`config.mk`:
```
export PLATFORM = sky130hd
export DESIGN_NAME = garegga_snd_cmd_tx_flat
export DESIGN_NICKNAME = d
export VERILOG_FILES = /design/src/rtl/garegga_snd_cmd_tx_if.sv /design/src/rtl/garegga_snd_cmd_tx.sv /design/src/flat_wrapper.sv
export SDC_FILE = /design/constraint.sdc
export NUM_CORES = 1
export LEC_CHECK = 0
export ABC_AREA = 1
export BUFFER_PORTS_ARGS = -buffer_cell sky130_fd_sc_hd__buf_2
export CORE_ASPECT_RATIO = 2
export CORE_MARGIN = 4
export CORE_UTILIZATION = 55
export CTS_CLUSTER_DIAMETER = 100
export CTS_CLUSTER_SIZE = 40
export DETAILED_ROUTE_END_ITERATION = 12
export HOLD_SLACK_MARGIN = 0.12
export PLACE_DENSITY = 0.77
export SYNTH_ARGS = -nofsm -noshare
export SYNTH_HDL_FRONTEND = slang
export SYNTH_SLANG_ARGS = --single-unit
```
`constraint.sdc`:
```
create_clock -name CLK96 -period 3.9 [get_ports CLK96]
set_clock_uncertainty 0.1 [all_clocks]
set_input_delay 0.195 -clock CLK96 [delete_from_list [all_inputs] [get_ports CLK96]]
set_output_delay 0.195 -clock CLK96 [all_outputs]
set_load 0.02 [all_outputs]
```
`src/rtl/garegga_snd_cmd_tx_if.sv`:
```
// rtl/garegga_snd_cmd_tx_if.sv - 68k write port, Z80 handshake and status signals of the sound command transmitter
interface garegga_snd_cmd_tx_if #(
  parameter int AW = 2
);
  logic          WR_STB;
  logic [7:0]    WR_DATA;
  logic          CLR_ERR;
  logic          WAIT;
  logic [7:0]    SOUNDLATCH;
  logic          Z80INT;
  logic          BUSY;
  logic [AW:0]   FIFO_COUNT;
  logic          FULL;
  logic          OVERFLOW;
  logic          TIMEOUT_ERR;

  modport master (
    output WR_STB, WR_DATA, CLR_ERR, WAIT,
    input  SOUNDLATCH, Z80INT, BUSY, FIFO_COUNT, FULL, OVERFLOW, TIMEOUT_ERR
  );

  modport slave (
    input  WR_STB, WR_DATA, CLR_ERR, WAIT,
    output SOUNDLATCH, Z80INT, BUSY, FIFO_COUNT, FULL, OVERFLOW, TIMEOUT_ERR
  );
endinterface

```
`src/rtl/garegga_snd_cmd_tx.sv`:
```
// rtl/garegga_snd_cmd_tx.sv - 68k-side sound command FIFO and Z80 handshake transmitter
// Queues command bytes and delivers each one on SOUNDLATCH with a Z80INT pulse and WAIT ack.
module garegga_snd_cmd_tx #(
  parameter int DEPTH   = 4,
  parameter int INT_LEN = 4,
  parameter int GAP     = 8,
  parameter int TIMEOUT = 1048576
) (
  input logic                 CLK96,
  input logic                 RESET96,
  garegga_snd_cmd_tx_if.slave bus
);

  localparam int AW    = $clog2(DEPTH);
  localparam int TMAX0 = (TIMEOUT > GAP) ? TIMEOUT : GAP;
  localparam int TMAX  = (TMAX0 > INT_LEN) ? TMAX0 : INT_LEN;
  localparam int TW    = (TMAX < 2) ? 1 : $clog2(TMAX);

  localparam logic [TW-1:0] INT_LOAD = TW'(INT_LEN - 1);
  localparam logic [TW-1:0] GAP_LOAD = TW'(GAP - 1);
  localparam logic [TW-1:0] TO_LOAD  = TW'(TIMEOUT - 1);
  localparam logic [AW:0]   FULL_CNT = (AW + 1)'(DEPTH);

  typedef enum logic [2:0] {
    S_IDLE,
    S_ASSERT,
    S_WAIT_SET,
    S_WAIT_CLR,
    S_GAP
  } state_t;

  state_t          state;
  state_t          state_n;
  logic [TW-1:0]   timer;
  logic [TW-1:0]   timer_n;
  logic            int_q;

  logic [7:0]      mem [DEPTH];
  logic [AW-1:0]   wptr;
  logic [AW-1:0]   rptr;
  logic [AW:0]     count;
  logic [7:0]      latch;
  logic            ovf_q;
  logic            to_q;

  logic            pop;
  logic            push;
  logic            ovf_evt;
  logic            to_evt;
  logic            to_hit;
  logic            busy;
  logic            full;

  // A full FIFO still accepts a write in the cycle the FSM pops its head.
  assign push    = bus.WR_STB && ((count != FULL_CNT) || pop);
  assign ovf_evt = bus.WR_STB && !push;
  assign to_hit  = (TIMEOUT != 0) && (timer == '0);

  always_ff @(posedge CLK96 or posedge RESET96) begin
    if (RESET96) begin
      state <= S_IDLE;
      timer <= '0;
      int_q <= 1'b0;
    end else begin
      state <= state_n;
      timer <= timer_n;
      int_q <= (state_n == S_ASSERT);
    end
  end

  always_comb begin
    state_n = state;
    timer_n = timer;
    pop     = 1'b0;
    to_evt  = 1'b0;
    case (state)
      S_IDLE: begin
        if (count != '0) begin
          pop     = 1'b1;
          state_n = S_ASSERT;
          timer_n = INT_LOAD;
        end
      end
      S_ASSERT: begin
        if (timer == '0) begin
          state_n = S_WAIT_SET;
          timer_n = TO_LOAD;
        end else begin
          timer_n = timer - 1'b1;
        end
      end
      S_WAIT_SET: begin
        if (bus.WAIT) begin
          state_n = S_WAIT_CLR;
          timer_n = TO_LOAD;
        end else if (to_hit) begin
          to_evt  = 1'b1;
          state_n = (GAP == 0) ? S_IDLE : S_GAP;
          timer_n = GAP_LOAD;
        end else if (timer != '0) begin
          timer_n = timer - 1'b1;
        end
      end
      S_WAIT_CLR: begin
        if (!bus.WAIT || to_hit) begin
          to_evt  = bus.WAIT;
          state_n = (GAP == 0) ? S_IDLE : S_GAP;
          timer_n = GAP_LOAD;
        end else if (timer != '0) begin
          timer_n = timer - 1'b1;
        end
      end
      S_GAP: begin
        if (timer == '0) begin
          state_n = S_IDLE;
        end else begin
          timer_n = timer - 1'b1;
        end
      end
      default: begin
        state_n = S_IDLE;
      end
    endcase
  end

  always_comb begin
    busy = (state != S_IDLE) || (count != '0);
    full = (count == FULL_CNT);
  end

  always_ff @(posedge CLK96 or posedge RESET96) begin
    if (RESET96) begin
      for (int i = 0; i < DEPTH; i++) begin
        mem[i] <= '0;
      end
      wptr  <= '0;
      rptr  <= '0;
      count <= '0;
      latch <= '0;
      ovf_q <= 1'b0;
      to_q  <= 1'b0;
    end else begin
      if (push) begin
        mem[wptr] <= bus.WR_DATA;
        wptr      <= wptr + 1'b1;
      end
      if (pop) begin
        latch <= mem[rptr];
        rptr  <= rptr + 1'b1;
      end
      case ({push, pop})
        2'b10:   count <= count + 1'b1;
        2'b01:   count <= count - 1'b1;
        default: count <= count;
      endcase
      // A new error event outranks a simultaneous clear.
      if (ovf_evt) begin
        ovf_q <= 1'b1;
      end else if (bus.CLR_ERR) begin
        ovf_q <= 1'b0;
      end
      if (to_evt) begin
        to_q <= 1'b1;
      end else if (bus.CLR_ERR) begin
        to_q <= 1'b0;
      end
    end
  end

  assign bus.SOUNDLATCH  = latch;
  assign bus.Z80INT      = int_q;
  assign bus.BUSY        = busy;
  assign bus.FIFO_COUNT  = count;
  assign bus.FULL        = full;
  assign bus.OVERFLOW    = ovf_q;
  assign bus.TIMEOUT_ERR = to_q;

endmodule

```
`src/flat_wrapper.sv`:
```
// flat-port wrapper written by rule: the top's interface ports become plain ports
module garegga_snd_cmd_tx_flat 
#(
  parameter int DEPTH   = 4,
  parameter int INT_LEN = 4,
  parameter int GAP     = 8,
  parameter int TIMEOUT = 1048576
)
  (CLK96, RESET96, bus_WR_STB, bus_WR_DATA, bus_CLR_ERR, bus_WAIT, bus_SOUNDLATCH, bus_Z80INT, bus_BUSY, bus_FIFO_COUNT, bus_FULL, bus_OVERFLOW, bus_TIMEOUT_ERR);
  garegga_snd_cmd_tx_if #(.AW((2))) bus_i ();
  input logic CLK96;
  input logic RESET96;
  input wire logic [$bits(bus_i.WR_STB)-1:0] bus_WR_STB;
  input wire logic [$bits(bus_i.WR_DATA)-1:0] bus_WR_DATA;
  input wire logic [$bits(bus_i.CLR_ERR)-1:0] bus_CLR_ERR;
  input wire logic [$bits(bus_i.WAIT)-1:0] bus_WAIT;
  output wire logic [$bits(bus_i.SOUNDLATCH)-1:0] bus_SOUNDLATCH;
  output wire logic [$bits(bus_i.Z80INT)-1:0] bus_Z80INT;
  output wire logic [$bits(bus_i.BUSY)-1:0] bus_BUSY;
  output wire logic [$bits(bus_i.FIFO_COUNT)-1:0] bus_FIFO_COUNT;
  output wire logic [$bits(bus_i.FULL)-1:0] bus_FULL;
  output wire logic [$bits(bus_i.OVERFLOW)-1:0] bus_OVERFLOW;
  output wire logic [$bits(bus_i.TIMEOUT_ERR)-1:0] bus_TIMEOUT_ERR;
  assign bus_i.WR_STB = bus_WR_STB;
  assign bus_i.WR_DATA = bus_WR_DATA;
  assign bus_i.CLR_ERR = bus_CLR_ERR;
  assign bus_i.WAIT = bus_WAIT;
  assign bus_SOUNDLATCH = bus_i.SOUNDLATCH;
  assign bus_Z80INT = bus_i.Z80INT;
  assign bus_BUSY = bus_i.BUSY;
  assign bus_FIFO_COUNT = bus_i.FIFO_COUNT;
  assign bus_FULL = bus_i.FULL;
  assign bus_OVERFLOW = bus_i.OVERFLOW;
  assign bus_TIMEOUT_ERR = bus_i.TIMEOUT_ERR;
  garegga_snd_cmd_tx #(.DEPTH(DEPTH), .INT_LEN(INT_LEN), .GAP(GAP), .TIMEOUT(TIMEOUT)) u_core (.CLK96(CLK96), .RESET96(RESET96), .bus(bus_i));
endmodule
```
-- After elaboration in Yosys (flattened, before gate mapping)
Index checks and enable logic that the tools add are counted.
- output and inout port bits: 16
- bits in registers: 73
- bits of input ports: 13
- equality and inequality tests: 11
- bitwise operators: 2
- $add $sub $neg: 5
- reduce and logical (&&, ||, !) cells: 18
- multiplexer cells: 31
- $lt $le $gt $ge: 3
- operators by type and width (operator ; count):
    2-to-1 mux 20 bit ; 7
    one-hot mux 20 bit (5 select lines) ; 1
    bitwise mux 32 bit ; 1
    2-to-1 mux 8 bit ; 3
    logical NOT 20 bit ; 1
    nonzero test 20 bit ; 1
    subtractor 20 x 1 -> 20 bit, second input constant ; 1
    2-to-1 mux 3 bit ; 6
    binary-select mux 8 bit (select 2 bit) ; 1
    demux 8 bit (select 2 bit) ; 1
    one-hot mux 3 bit (5 select lines) ; 1
    2-to-1 mux 1 bit ; 8
    equality test 3 x 1 -> 1 bit, second input constant ; 2
    equality test 3 x 2 -> 1 bit, second input constant ; 2
    equality test 3 bit, second input constant ; 2
    >= comparator 3 bit, second input constant ; 2
    inverter 2 -> 3 bit ; 2
    one-hot mux 3 bit (2 select lines) ; 1
    nonzero test 2 bit ; 3
    nonzero test 3 bit ; 2
    nonzero test 5 bit ; 1
    adder 2 x 1 -> 2 bit, second input constant ; 2
    adder 3 x 1 -> 3 bit, second input constant ; 1
    logical AND 1 bit ; 3
    12 further kinds ; 15

-- Longest topological paths before layout
- depth in word-level cells: 8
- gate-level depth with buffers: 14

-- Least setup slack after synthesis
OpenSTA, ideal clock, no wires.
- path kind: register to register
- start point: register u_core.count[1] (netlist: u_core.bus.FIFO_COUNT[1])
- end point: register u_core.count[2] (netlist: u_core.bus.FIFO_COUNT[2])
- required time: 3669 ps
- stages on the path, launching flop included: 10
- path slack: 1482 ps
- period minus slack after synthesis: 2418 ps
- arrival: 2187 ps
- cell sequence: dfrtp_1 -> nor3_2 -> nand2_1 -> nand2_4 -> ha_1 -> inv_1 -> fa_1 -> a21oi_1 -> o21ai_0 -> xor2_1
- longest elaborated chain between the ends: 7
- elaborated cells between the ends (all ways): 12
- those cells by class: add/sub (2); eq/ne (3); mux (3); reduce/logical (4)
- RTL lines (what ; line ; RTL):
    from (decl) ; garegga_snd_cmd_tx.sv:41 ; logic [AW:0] count;
    from (signal assigned) ; garegga_snd_cmd_tx.sv:152 ; 2'b10: count <= count + 1'b1;
    from (signal assigned) ; garegga_snd_cmd_tx.sv:153 ; 2'b01: count <= count - 1'b1;
    from (signal assigned) ; garegga_snd_cmd_tx.sv:154 ; default: count <= count;
    nonzero test 3 bit ; garegga_snd_cmd_tx.sv:78 ; if (count != '0) begin
    2-to-1 mux 1 bit ; garegga_snd_cmd_tx.sv:78 ;
    2-to-1 mux 1 bit ; garegga_snd_cmd_tx.sv:76 ; case (state)
    logical OR 1 bit ; garegga_snd_cmd_tx.sv:55 ; assign push = bus.WR_STB && ((count != FULL_CNT) || pop);
    logical AND 1 bit ; garegga_snd_cmd_tx.sv:55 ;
    equality test 2 x 1 -> 1 bit / equality test 2 bit (equally long branches) ; garegga_snd_cmd_tx.sv:151 ; case ({push, pop})
    one-hot mux 3 bit (2 select lines) / nonzero test 2 bit (equally long branches) ; n/a ;
Several ways; a longest one is shown, not always the timed one.
A chain may end at the register's enable or synchronous reset.

-- Worst setup path in the final report
- start point: register u_core.timer[0]
- end point: register u_core.timer[0]
- longest elaborated chain between the ends: 5
- elaborated cells between the ends (all ways): 13
- those cells by class: add/sub (1); eq/ne (1); mux (7); reduce/logical (4)
- RTL lines (what ; line ; RTL):
    from (decl) ; garegga_snd_cmd_tx.sv:34 ; logic [TW-1:0] timer;
    from (signal assigned) ; garegga_snd_cmd_tx.sv:66 ; timer <= timer_n;
    subtractor 20 x 1 -> 20 bit / nonzero test 20 bit (equally long branches) ; n/a ;
    2-to-1 mux 20 bit ; garegga_snd_cmd_tx.sv:100, garegga_snd_cmd_tx.sv:109 ;
    2-to-1 mux 20 bit ; garegga_snd_cmd_tx.sv:96 ; end else if (to_hit) begin
    2-to-1 mux 20 bit ; garegga_snd_cmd_tx.sv:93 ; if (bus.WAIT) begin
    one-hot mux 20 bit (5 select lines) ; garegga_snd_cmd_tx.sv:76 ;
Several ways; a longest one is shown, not always the timed one. The select of a mux whose other input is x is not followed.

==> impl_metrics.yaml <==
power_and_ir_drop:
  switchingPower_mw: 1.95
  pwr-share-clk_pct: 17.4
  seqPwrFrac_pct: 33.4
  p_leak_nw: 2.32
  p_per_area_nw_per_um2: 929
  internal-power_mw: 2.30
  peakVddDrop_uv: 545
  swShare_pct: 45.8
  combPwrFrac_pct: 49.2
synthesis:
  synth_seq_cells: 73
  ys_warn_count: 0
  seq_area_frac_synth_pct: 45.4
  synth_edf_count: 0
  ys.flop_type: "dfrtp_1"
  synthCells: 489
  yosysUniqueCellTypes: 36
  syn_avg_cell_area_sq_um: 8.24
  syn_area_sq_um: 4030
  async_flop_share_pct: 100
  syn-num-nets: 511
route:
  viasPerCell: 5.36
  num_vias: 3325
  drtAntennaViolNets: 0
  first_pass_iters: 4
  drc_errors: 0
  drt-initial-drc-count: 171
  wire_per_inst_um: 14.6
  routed_wl_um: 9080
clocking:
  clkTransAtPathRegs_ns: 0.05
  clk_latency_ns: 0.34
  cts_tree: "done"
  numClockSinks: 73
  htreeDepth: 3
  cts_root_buf: "clkbuf_16"
  clockBufferDepth: 2
  cts_setup_buffers: 0
  cts-buffers-inserted: 9
setup_path:
  critPathArrivalTime_ns: 2.77
  cp_common_cell: "nand2_1"
  start_kind: "register"
  cp-end-kind: "register"
  cp_cell_sequence: "inv_1 > ha_1 > nand2_2 > nor2_4 > nand2_1 > nor4_1 > nand2_1 > ha_1 > or2_2 > nand3_1 > a21oi_1 > nand3_1 > nand2_1 > o21ai_1"
  cp_max_fo: 6
  slowest_delay_ns: 0.41
  path_delay_family: "simple AND/OR/NAND/NOR gates"
  slowest_stage: "dfrtp_1"
  cp.required_ns: 4.06
  r2r-start: "u_core.timer[0]$_DFFE_PP0P_"
  critical_path.startpoint: "u_core.timer[0]$_DFFE_PP0P_"
  cp_num_buf_inv: 1
  critPathKind: "register to register"
final_layout:
  drive_above_1_share_pct: 14.2
  area_growth_pct: 13.5
  final_cell_mix: "140 x nand2_1, 73 x dfrtp_1, 51 x inv_1"
  antenna_cells: 0
  layout_commonest_cell: "nand2_1"
  final_cells: 620
  fin_nets: 548
die:
  die_h_um: 129
  initial_core_util_pct: 57.1
  coreArea_sq_um: 7050
  die_w_um: 68.5
  core.rowCount: 43
  die_area_sq_um: 8840
  pin_count: 29
sta:
  finalSetupTns_ns: 0
  period_needed_ns: 2.61
  rsz0062_at_grt: "false"
  max_freq_ghz: 0.383
  hold_viol: 0
  min_period_over_period_pct: 66.9
  setup_violations: 0
  slew_headroom_pct: 33.6
  tightestPinTransition_ns: 0.997
  drv_slew: 0
global_route:
  overflow: 0
  grt_pass1_vias: 3351
  antenna_found_initial: 0
  grt_usage_pct: 23.5
  grt_first_pass_wirelength_um: 15300
  grt_start_max_net_pins: 38
run:
  drv_cap: 0
placed_design:
  io_buffers: 28
  dp_cells: 594
  dp_hpwl_um: 6540
  place_congestion: 1.00
hold_path:
  min_path_type: "primary input to register"
  min_from: "bus_WAIT"
run_status:
  status: "completed"
==> logic make-up (layout without fill, tap and decap cells) <==
family | Yosys count | count (layout) | synth area share (%)
flops | 73 | 73 | 45.4
mux | 16 | 16 | 4.47
simple gates | 228 | 228 | 25.4
compound gates | 74 | 74 | 10.7
buf+inv | 74 | 115 | 7.89
fa+ha+maj | 9 | 9 | 2.98
xor+xnor | 15 | 15 | 3.26
==> state kept, by name, indices dropped and copies added (netlist names) <==
register and cells:
u_core.bus.OVERFLOW 1, u_core.mem 32, u_core.bus.Z80INT 1, u_core.state 3
u_core.timer 20, u_core.bus.TIMEOUT_ERR 1, u_core.bus.SOUNDLATCH 8, u_core.bus.FIFO_COUNT 3
u_core.rptr 2, u_core.wptr 2
==> synth_stat cells, types with 2 or more instances <==
master | instances | share of area (%)
nor2_4 | 6 | 1.7
dfrtp_1 | 73 | 45
nor2_2 | 5 | 0.78
nand3_4 | 2 | 0.87
nand2_1 | 140 | 13
a21oi_1 | 12 | 1.5
nor3_2 | 2 | 0.50
a31oi_1 | 8 | 1.2
inv_2 | 6 | 0.56
o211ai_1 | 10 | 1.9
buf_2 | 2 | 0.25
o21ai_0 | 14 | 1.7
nor2_1 | 38 | 3.5
nand4_1 | 3 | 0.47
xor2_1 | 12 | 2.6
ha_1 | 8 | 2.5
nor3_1 | 2 | 0.25
nand3_1 | 20 | 2.5
inv_1 | 52 | 4.8
buf_4 | 4 | 0.75
or2_2 | 2 | 0.31
o21ai_1 | 26 | 3.2
mux2_1 | 16 | 4.5
nand2_2 | 5 | 0.78
clkbuf_1 | 6 | 0.56
xnor2_1 | 3 | 0.65
buf_6 | 3 | 0.84
==> path summary, 6_finish.rpt <==
path / end / slack, ns / cells past startpoint
worst max-delay path: u_core.timer[0]$_DFFE_PP0P_ / 1.29 / 14
min in group asynchronous: u_core.mem[7]$_DFFE_PP0P_ / 0.45 / 3
worst max register to register: u_core.timer[0]$_DFFE_PP0P_ / 1.29 / 14
worst min register to register: u_core.mem[29]$_DFFE_PP0P_ / 0.38 / 1
max in group asynchronous: u_core.timer[6]$_DFFE_PP0P_ / 2.26 / 4
worst min-delay path: u_core.state[2]$_DFF_PP0_ / 0.22 / 4
==> per-layer routing <==
layer | track usage, % | vias to the layer above | share of wire [%]
met3 | 4.94 | 27 | 3.1
li1 | - | 1639 | -
met1 | 23.5 | 1588 | 36
met4 | 15.2 | 0 | 4.7
met2 | 41.6 | 71 | 56
met5 | 0 | - | 0
==> repair_timing <==
item                       4_1_cts  5_1_grt
hold buffers                    11        0
gates resized for setup          0        0
setup endpoints to repair        0        0
hold endpoints to repair        70        0
==> through the flow <==
| step | setup slack, ns | instance area [sq um] | total power, mW | utilization [%] | hold WS [ns] |
|---|---|---|---|---|---|
| 2_1_floorplan | 1.48 | 4030 | 3.06 | - | 0.222 |
| 3_3_place_gp | 1.43 | 4200 | 3.43 | 59.6 | 0.271 |
| 3_5_place_dp | 1.33 | 4200 | 3.52 | 59.6 | 0.285 |
| 4_1_cts | 1.32 | 4570 | 4.28 | 64.9 | 0.209 |
| 5_1_grt | 1.09 | 4570 | 4.64 | 64.9 | 0.252 |
| 6_report | 1.29 | 4570 | 4.25 | 64.9 | 0.222 |
==> power by group through the flow <==
stage                     clock network [mW]  logic (mW)  registers (mW)
after floorplan                            0        1.68            1.37
after global placement                     0        2.02            1.41
after detailed placement                   0        2.09            1.43
after CTS                              0.755        2.11            1.42
after global routing                   0.789        2.38            1.46
final                                  0.739        2.09            1.42
==> worst reg2reg max path, cell delays in order (launching register included) <==
cell	delay, ns
dfrtp_1	0.41
inv_1	0.18
ha_1	0.29
nand2_2	0.12
nor2_4	0.19
nand2_1	0.11
nor4_1	0.18
nand2_1	0.12
ha_1	0.20
or2_2	0.29
nand3_1	0.09
a21oi_1	0.05
nand3_1	0.09
nand2_1	0.05
o21ai_1	0.08
==> cell type report <==
cell class | count | area [sq um]
Timing Repair Buffer | 41 | 265
Inverter | 59 | 221
Clock inverter | 3 | 17.5
Tap cell | 90 | 113
Sequential cell | 73 | 1830
Fill cell | 605 | 2470
Multi-Input combinational cell | 342 | 1880
Clock buffer | 12 | 246
Note: power is estimated with default switching activity, not from simulation.
